[config.mk]
export PLATFORM = sky130hd
export DESIGN_NAME = rc4_encryptor
export DESIGN_NICKNAME = d
export VERILOG_FILES = /design/src/rtl/rc4_encryptor.sv
export SDC_FILE = /design/constraint.sdc
export NUM_CORES = 1
export LEC_CHECK = 0
export CAP_MARGIN = 10
export CORE_MARGIN = 2
export CORE_UTILIZATION = 30
export CTS_CLUSTER_SIZE = 24
export DETAILED_ROUTE_END_ITERATION = 8
export GPL_TIMING_DRIVEN = 0
export PLACE_DENSITY_LB_ADDON = 0.05
export SETUP_SLACK_MARGIN = 0.1
export SYNTH_ARGS = -nofsm -noshare
export SYNTH_HDL_FRONTEND = slang
export SYNTH_SLANG_ARGS = --single-unit
[constraint.sdc]
create_clock -name clk -period 5.2 [get_ports clk]
set_input_delay 0.52 -clock clk [delete_from_list [all_inputs] [get_ports clk]]
set_output_delay 0.52 -clock clk [all_outputs]
set_load 0.005 [all_outputs]
[src/rtl/rc4_encryptor.sv]
// RC4 stream encryptor: KSA then PRGA over an external 256x8 S memory,
// XORing the keystream with MSG_LEN plaintext bytes into a ciphertext RAM.
// Memory address/data/wren outputs are decoded from the registered state so
// a read issued in one state returns its data in the next state.
module rc4_encryptor #(
  parameter int unsigned MSG_LEN = 32
) (
  input  logic        clk,
  input  logic        reset,
  input  logic        start,
  input  logic [23:0] key,
  output logic [7:0]  s_arr_addr,
  output logic [7:0]  s_arr_data,
  output logic        s_arr_wren,
  input  logic [7:0]  s_arr_q,
  output logic [7:0]  pt_addr,
  input  logic [7:0]  pt_q,
  output logic [7:0]  ct_addr,
  output logic [7:0]  ct_data,
  output logic        ct_wren,
  output logic        ready,
  output logic        done
);

  localparam int unsigned DW     = 8;
  localparam int unsigned KW     = 24;
  localparam logic [DW-1:0] I_LAST = 8'hFF;
  localparam logic [DW-1:0] K_LAST = DW'(MSG_LEN - 1);

  typedef enum logic [3:0] {
    IDLE, INIT,
    K_RD, K_GI, K_GJ, K_WJ,
    P_RD, P_GI, P_GJ, P_WJ, P_RF, P_GF,
    DONE
  } state_t;

  state_t        state_q, state_d;
  logic [DW-1:0] i_q, i_d;
  logic [DW-1:0] j_q, j_d;
  logic [DW-1:0] k_q, k_d;
  logic [1:0]    km_q, km_d;
  logic [DW-1:0] si_q, si_d;
  logic [DW-1:0] sj_q, sj_d;
  logic [KW-1:0] key_q, key_d;
  logic          ready_q, ready_d;
  logic          done_q, done_d;

  logic          accept;
  logic [DW-1:0] key_byte;

  assign ready = ready_q;
  assign done  = done_q;

  // State and datapath registers with synchronous reset
  always_ff @(posedge clk) begin
    if (reset) begin
      state_q <= IDLE;
      i_q     <= '0;
      j_q     <= '0;
      k_q     <= '0;
      km_q    <= '0;
      si_q    <= '0;
      sj_q    <= '0;
      key_q   <= '0;
      ready_q <= 1'b1;
      done_q  <= 1'b0;
    end else begin
      state_q <= state_d;
      i_q     <= i_d;
      j_q     <= j_d;
      k_q     <= k_d;
      km_q    <= km_d;
      si_q    <= si_d;
      sj_q    <= sj_d;
      key_q   <= key_d;
      ready_q <= ready_d;
      done_q  <= done_d;
    end
  end

  // Next-state, counter updates and memory port decode
  always_comb begin
    state_d    = state_q;
    i_d        = i_q;
    j_d        = j_q;
    k_d        = k_q;
    km_d       = km_q;
    si_d       = si_q;
    sj_d       = sj_q;
    key_d      = key_q;
    s_arr_addr = '0;
    s_arr_data = '0;
    s_arr_wren = 1'b0;
    pt_addr    = '0;
    ct_addr    = '0;
    ct_data    = '0;
    ct_wren    = 1'b0;
    accept     = start && ready_q;

    // key byte for i mod 3, tracked by a small wrapping counter
    case (km_q)
      2'd0:    key_byte = key_q[23:16];
      2'd1:    key_byte = key_q[15:8];
      default: key_byte = key_q[7:0];
    endcase

    case (state_q)
      IDLE, DONE: begin
        if (accept) begin
          key_d   = key;
          i_d     = '0;
          j_d     = '0;
          k_d     = '0;
          km_d    = '0;
          state_d = INIT;
        end
      end

      INIT: begin
        s_arr_addr = i_q;
        s_arr_data = i_q;
        s_arr_wren = 1'b1;
        i_d        = i_q + 8'd1;
        if (i_q == I_LAST) begin
          j_d     = '0;
          km_d    = '0;
          state_d = K_RD;
        end
      end

      K_RD: begin
        s_arr_addr = i_q;
        state_d    = K_GI;
      end

      K_GI: begin
        si_d       = s_arr_q;
        j_d        = j_q + s_arr_q + key_byte;
        s_arr_addr = j_d;
        state_d    = K_GJ;
      end

      K_GJ: begin
        s_arr_addr = i_q;
        s_arr_data = s_arr_q;
        s_arr_wren = 1'b1;
        state_d    = K_WJ;
      end

      K_WJ: begin
        s_arr_addr = j_q;
        s_arr_data = si_q;
        s_arr_wren = 1'b1;
        i_d        = i_q + 8'd1;
        km_d       = (km_q == 2'd2) ? 2'd0 : km_q + 2'd1;
        if (i_q == I_LAST) begin
          i_d     = '0;
          j_d     = '0;
          k_d     = '0;
          state_d = P_RD;
        end else begin
          state_d = K_RD;
        end
      end

      P_RD: begin
        pt_addr    = k_q;
        i_d        = i_q + 8'd1;
        s_arr_addr = i_d;
        state_d    = P_GI;
      end

      P_GI: begin
        pt_addr    = k_q;
        si_d       = s_arr_q;
        j_d        = j_q + s_arr_q;
        s_arr_addr = j_d;
        state_d    = P_GJ;
      end

      P_GJ: begin
        pt_addr    = k_q;
        sj_d       = s_arr_q;
        s_arr_addr = i_q;
        s_arr_data = s_arr_q;
        s_arr_wren = 1'b1;
        state_d    = P_WJ;
      end

      P_WJ: begin
        pt_addr    = k_q;
        s_arr_addr = j_q;
        s_arr_data = si_q;
        s_arr_wren = 1'b1;
        state_d    = P_RF;
      end

      P_RF: begin
        pt_addr    = k_q;
        s_arr_addr = si_q + sj_q;
        state_d    = P_GF;
      end

      P_GF: begin
        pt_addr = k_q;
        ct_addr = k_q;
        ct_data = s_arr_q ^ pt_q;
        ct_wren = 1'b1;
        k_d     = k_q + 8'd1;
        state_d = (k_q == K_LAST) ? DONE : P_RD;
      end

      default: state_d = IDLE;
    endcase

    ready_d = (state_d == IDLE) || (state_d == DONE);
    done_d  = (state_q == DONE) && !accept;
  end

endmodule

==> run summary <==
The worst hold path belongs to the class register to register. The largest driver fanout on the critical path is 6. The total stage count of the critical path is 17. The power density of the placed cells is 226 nW/um^2. The global placer's final weighted congestion is 0.907. The remaining global-route overflow is 0. The average footprint of a synthesized cell is 7.57 sq um. Dividing the final minimum period by the clock period gives 0.929. For this run, design rule violations remaining after detail routing come to 0.

The setup TNS after final layout came out at 0 ns. From bottom edge to top edge, the die measures 132 um. The buffer count from post-CTS setup fixing is 0. The signed area change from the synthesized netlist to the final layout came out at 29.4%.

The share of cells above drive strength 1 came out at 0.0602. Across every metal layer, demand over resource in global routing totals 0.190. Clock tree synthesis inserted a total of 9 buffers.

Hold repair after CTS inserted 0 buffers. The run finished with clean final reports. The CTS H-tree depth is 3. In this run, synthesis produced a sequential element count of 72.

The placement row count came out at 46. In this run the tool buffered the top-level ports with 85 buffer cells. Setup repair after global routing left no endpoint under its margin. The worst hold path begins at key_q[7]. The cell accounting for the most synthesized area is sky130_fd_sc_hd__dfxtp_1.

The tree is rooted in a sky130_fd_sc_hd__clkbuf_16. The worst register-to-register path ends at j_q[7]. The TritonCTS sink count came out at 72.

The per-cell via count in the routed design is 5.14. The initial detailed-routing violation count came out at 389. The first detailed-routing pass took 6 iterations. The I/O pin count came out at 87. The first-pass GRT wire length came out at 26.0 mm. The sort of element at the end of the critical path is an output pin.

The starting density of the core is 0.308. The number of antenna diodes is 0. The number of global-route vias before repair is 4739.

The most used flip-flop cell after synthesis is sky130_fd_sc_hd__dfxtp_1. The post-synthesis cell type count is 68. The data required time of the worst path is 4.68 ns. Of the post-synthesis cell area, the dominant cell type holds 0.295. The time the worst path needs with I/O delays and setup is 4.83 ns. The relative slew slack came out at 0.511. At the end of the flow the core is filled with cells to 0.399.

The sequential element share of the synthesized area came out at 0.295. The post-synthesis instance total came out at 646. The number of buffer and inverter stages on the critical path came out at 3. The number of hold violations in the final report is 0.

Walking the worst path, the cells encountered are clkdlybuf4s15_1 > inv_1 > fa_1 > nor2b_1 > o21ai_1 > a21oi_2 > o21a_1 > nor2_1 > xnor2_1 > ha_1 > a21oi_1 > o211ai_1 > and2_1 > and4b_1 > a2111oi_1 > nand3_1 > clkdlybuf4s50_1. The endpoint of the worst hold-timing path is key_q[7]. The number of cells on the worst reg-to-reg path is 16. TritonCTS built the clock tree. The netlist area before placement came out at 4890 sq um. The worst-path cell with the longest stage delay is sky130_fd_sc_hd__clkdlybuf4s50_1. The critical path is of the input port to output pin type.

The clock transition at the registers of the reported paths is 0.06 ns. The initial antenna violation count is 0. The category of cells accounting for the largest share of critical-path delay is compound AO/OA/AOI/OAI gates. The launch instance of the worst register-to-register path is j_q[0]. The die area came out at 17300 sq um. The number of cells on the worst hold path came out at 2.

The number of synthesized flops with an enable pin came out at 0. The highest ir drop seen on vdd is 0.149 mV. STA classifies the critical path startpoint as an input port.

The final max-slew violation count came out at 0. The die is 132 um wide. Across all hold checks on the routed design, the worst slack comes to 0.453 ns.

The net count of the finished layout is 816. The maximum operating frequency came out at 207 MHz. The clock insertion delay at the later pin of the skew report came out at 0.35 ns.

The share of flip-flops with an asynchronous set or reset after synthesis is 0. The synthesis warning total is 0. The worst stage delay on the critical path came out at 0.48 ns.

The leakage power figure is 0.00232 uW. The arrival time of data at the critical path endpoint is 4.31 ns. At the pin with the least slew margin, the transition time is 0.734 ns. The remaining antenna violation count came out at 0. Max-cap violations in this run came to 0. The slack of the worst reg-to-reg path came out at 1.71 ns. The wire-length estimate of the detail-placed layout is 12.7 mm. Counting the fill cells in the layout gives 1713. Setup violations remaining at the end of the flow were counted as 0.

The area of the core is 15900 sq um. The clock tree skew after final layout is 0.0126 ns. Entering global routing, the biggest net connects 14 pins.

The wire length per cell is 17.2 um. The number of nets in the synthesized netlist came out at 719. No sink is reached through more buffers than the 2 on the longest clock path. Yosys attributes the largest share of cell area to sky130_fd_sc_hd__dfxtp_1 (29%), sky130_fd_sc_hd__nand2_1 (11%), sky130_fd_sc_hd__a21oi_1 (7.8%).

The via count came out at 4958. The total wirelength of the detailed-routed design is 16.6 mm.
==> cells in the mapped netlist, types with 5 or more instances <==
| library cell | number |
|---|---|
| sky130_fd_sc_hd__a211oi_1 | 5 |
| sky130_fd_sc_hd__a21oi_1 | 76 |
| sky130_fd_sc_hd__a22oi_1 | 18 |
| sky130_fd_sc_hd__and2_1 | 15 |
| sky130_fd_sc_hd__and3_1 | 9 |
| sky130_fd_sc_hd__buf_2 | 7 |
| sky130_fd_sc_hd__clkbuf_1 | 23 |
| sky130_fd_sc_hd__dfxtp_1 | 72 |
| sky130_fd_sc_hd__ha_1 | 27 |
| sky130_fd_sc_hd__inv_1 | 19 |
| sky130_fd_sc_hd__mux2i_1 | 12 |
| sky130_fd_sc_hd__nand2_1 | 137 |
| sky130_fd_sc_hd__nand2b_1 | 7 |
| sky130_fd_sc_hd__nand3_1 | 9 |
| sky130_fd_sc_hd__nand4_1 | 7 |
| sky130_fd_sc_hd__nor2_1 | 48 |
| sky130_fd_sc_hd__nor2b_1 | 13 |
| sky130_fd_sc_hd__nor3_1 | 9 |
| sky130_fd_sc_hd__nor3b_1 | 6 |
| sky130_fd_sc_hd__o21ai_0 | 22 |
| sky130_fd_sc_hd__xnor2_1 | 19 |
| sky130_fd_sc_hd__xor2_1 | 12 |
==> layer usage <==
metal | vias up | track usage | share of wire | wire length, um
met2 | 136 | 0.307 | 0.46 | 7600
met4 | 0 | 0.0531 | 0.017 | 276
met1 | 2335 | 0.255 | 0.47 | 7790
met5 | - | 0 | 0 | 0
met3 | 18 | 0.0421 | 0.055 | 914
li1 | 2469 | - | - | -
==> metrics by stage <==
step / cells / setup slack [ns] / cell area [sq um] / total power (uW)
floorplan: 646 / 1.49 / 4890 / 713
global placement: 947 / -0.0816 / 6010 / 800
detailed placement: 947 / -0.179 / 6010 / 802
CTS: 963 / 0.131 / 6320 / 1450
global route: 964 / 0.119 / 6330 / 1500
finish: 964 / 0.370 / 6330 / 1430
==> logic make-up (layout without fill, tap and decap cells) <==
group	Yosys count	count (layout)	synth area share
buffers and inverters	52	154	0.0427
XOR/XNOR	31	31	0.0555
multiplexers	14	14	0.0291
flip-flops	72	72	0.295
AND/OR/NAND/NOR	280	280	0.268
adder cells (fa/ha/maj)	30	30	0.0813
AO/OA/AOI/OAI	167	167	0.229
==> report_power, final <==
part           internal, uW  switching (uW)  total (uW)
Combinational          87.6             123         210
Clock                   386             258         644
Sequential              568            10.7         579
Total                  1040             391        1430
==> worst reg2reg max path, stage by stage (launching register included) <==
cell                        delay, ns
sky130_fd_sc_hd__dfxtp_1         0.37
sky130_fd_sc_hd__ha_1            0.21
sky130_fd_sc_hd__inv_1           0.06
sky130_fd_sc_hd__fa_1            0.39
sky130_fd_sc_hd__nor2b_1         0.13
sky130_fd_sc_hd__o21ai_1         0.09
sky130_fd_sc_hd__a21oi_2         0.22
sky130_fd_sc_hd__o21a_1          0.13
sky130_fd_sc_hd__nor2_1          0.04
sky130_fd_sc_hd__xnor2_1         0.14
sky130_fd_sc_hd__ha_1            0.38
sky130_fd_sc_hd__a21oi_1         0.21
sky130_fd_sc_hd__o211ai_1        0.21
sky130_fd_sc_hd__and2_1          0.20
sky130_fd_sc_hd__a211oi_1        0.35
sky130_fd_sc_hd__a2111oi_2       0.11
sky130_fd_sc_hd__a211oi_2        0.18
==> worst max path at each step <==
stage | startpoint | endpoint | slack [ns]
2_1_floorplan | s_arr_q[0] | s_arr_addr[7] | 1.49
3_3_place_gp | s_arr_q[0] | s_arr_addr[7] | -0.08
3_5_place_dp | s_arr_q[0] | s_arr_addr[7] | -0.18
4_1_cts | s_arr_q[2] | s_arr_addr[7] | 0.13
5_1_grt | s_arr_q[1] | s_arr_addr[7] | 0.12
6_report | s_arr_q[1] | s_arr_addr[7] | 0.37
==> registers in the layout (all words and copies together) (netlist names) <==
| signal | flops |
|---|---|
| km_q | 2 |
| i_q | 8 |
| k_q | 8 |
| ready | 1 |
| sj_q | 8 |
| key_q | 24 |
| done | 1 |
| state_q | 4 |
| j_q | 8 |
| si_q | 8 |
==> final cells by class <==
cell class              instances  area (sq um)  area share
plain buffers                  33           138      0.0217
clock inverters                 6          67.6      0.0107
repair buffers                 86           856       0.135
flip-flops and latches         72          1440       0.228
clock buffers                  10           239      0.0377
inverters                      19          71.3      0.0113
well taps                     216           270      0.0427
multi-input cells             522          3250       0.513
==> placed cells by master, fill, tap and decap left out, types with 3 or more instances in the layout <==
cell                              count
sky130_fd_sc_hd__o21ai_0             20
sky130_fd_sc_hd__nand3_1              9
sky130_fd_sc_hd__o211ai_1             4
sky130_fd_sc_hd__and3_1               9
sky130_fd_sc_hd__clkbuf_16            9
sky130_fd_sc_hd__a221oi_1             4
sky130_fd_sc_hd__or3_1                3
sky130_fd_sc_hd__nand3b_1             3
sky130_fd_sc_hd__and2_1              15
sky130_fd_sc_hd__a21o_1               4
sky130_fd_sc_hd__dfxtp_1             72
sky130_fd_sc_hd__nand2_1            137
sky130_fd_sc_hd__a211oi_2             4
sky130_fd_sc_hd__clkdlybuf4s50_1     82
sky130_fd_sc_hd__nor2_1              48
sky130_fd_sc_hd__buf_2                7
sky130_fd_sc_hd__clkbuf_1            23
sky130_fd_sc_hd__nand2b_1             7
sky130_fd_sc_hd__nand4_1              7
sky130_fd_sc_hd__xor2_1              12
sky130_fd_sc_hd__fa_1                 3
sky130_fd_sc_hd__ha_1                27
sky130_fd_sc_hd__a22oi_1             18
sky130_fd_sc_hd__mux2i_1             12
sky130_fd_sc_hd__a21oi_1             75
sky130_fd_sc_hd__o21a_1               3
sky130_fd_sc_hd__and3b_1              3
sky130_fd_sc_hd__nor2b_1             13
sky130_fd_sc_hd__a211oi_1             5
sky130_fd_sc_hd__inv_1               19
sky130_fd_sc_hd__nor3b_1              6
sky130_fd_sc_hd__nor3_1               9
sky130_fd_sc_hd__xnor2_1             19
==> repair_timing <==
item	CTS	global route
resized for setup	3	7
endpoints found under the setup margin	1	1
endpoints found under the hold margin	0	0
gates cloned	0	0
No activity file was read; power rests on OpenSTA's default activity.
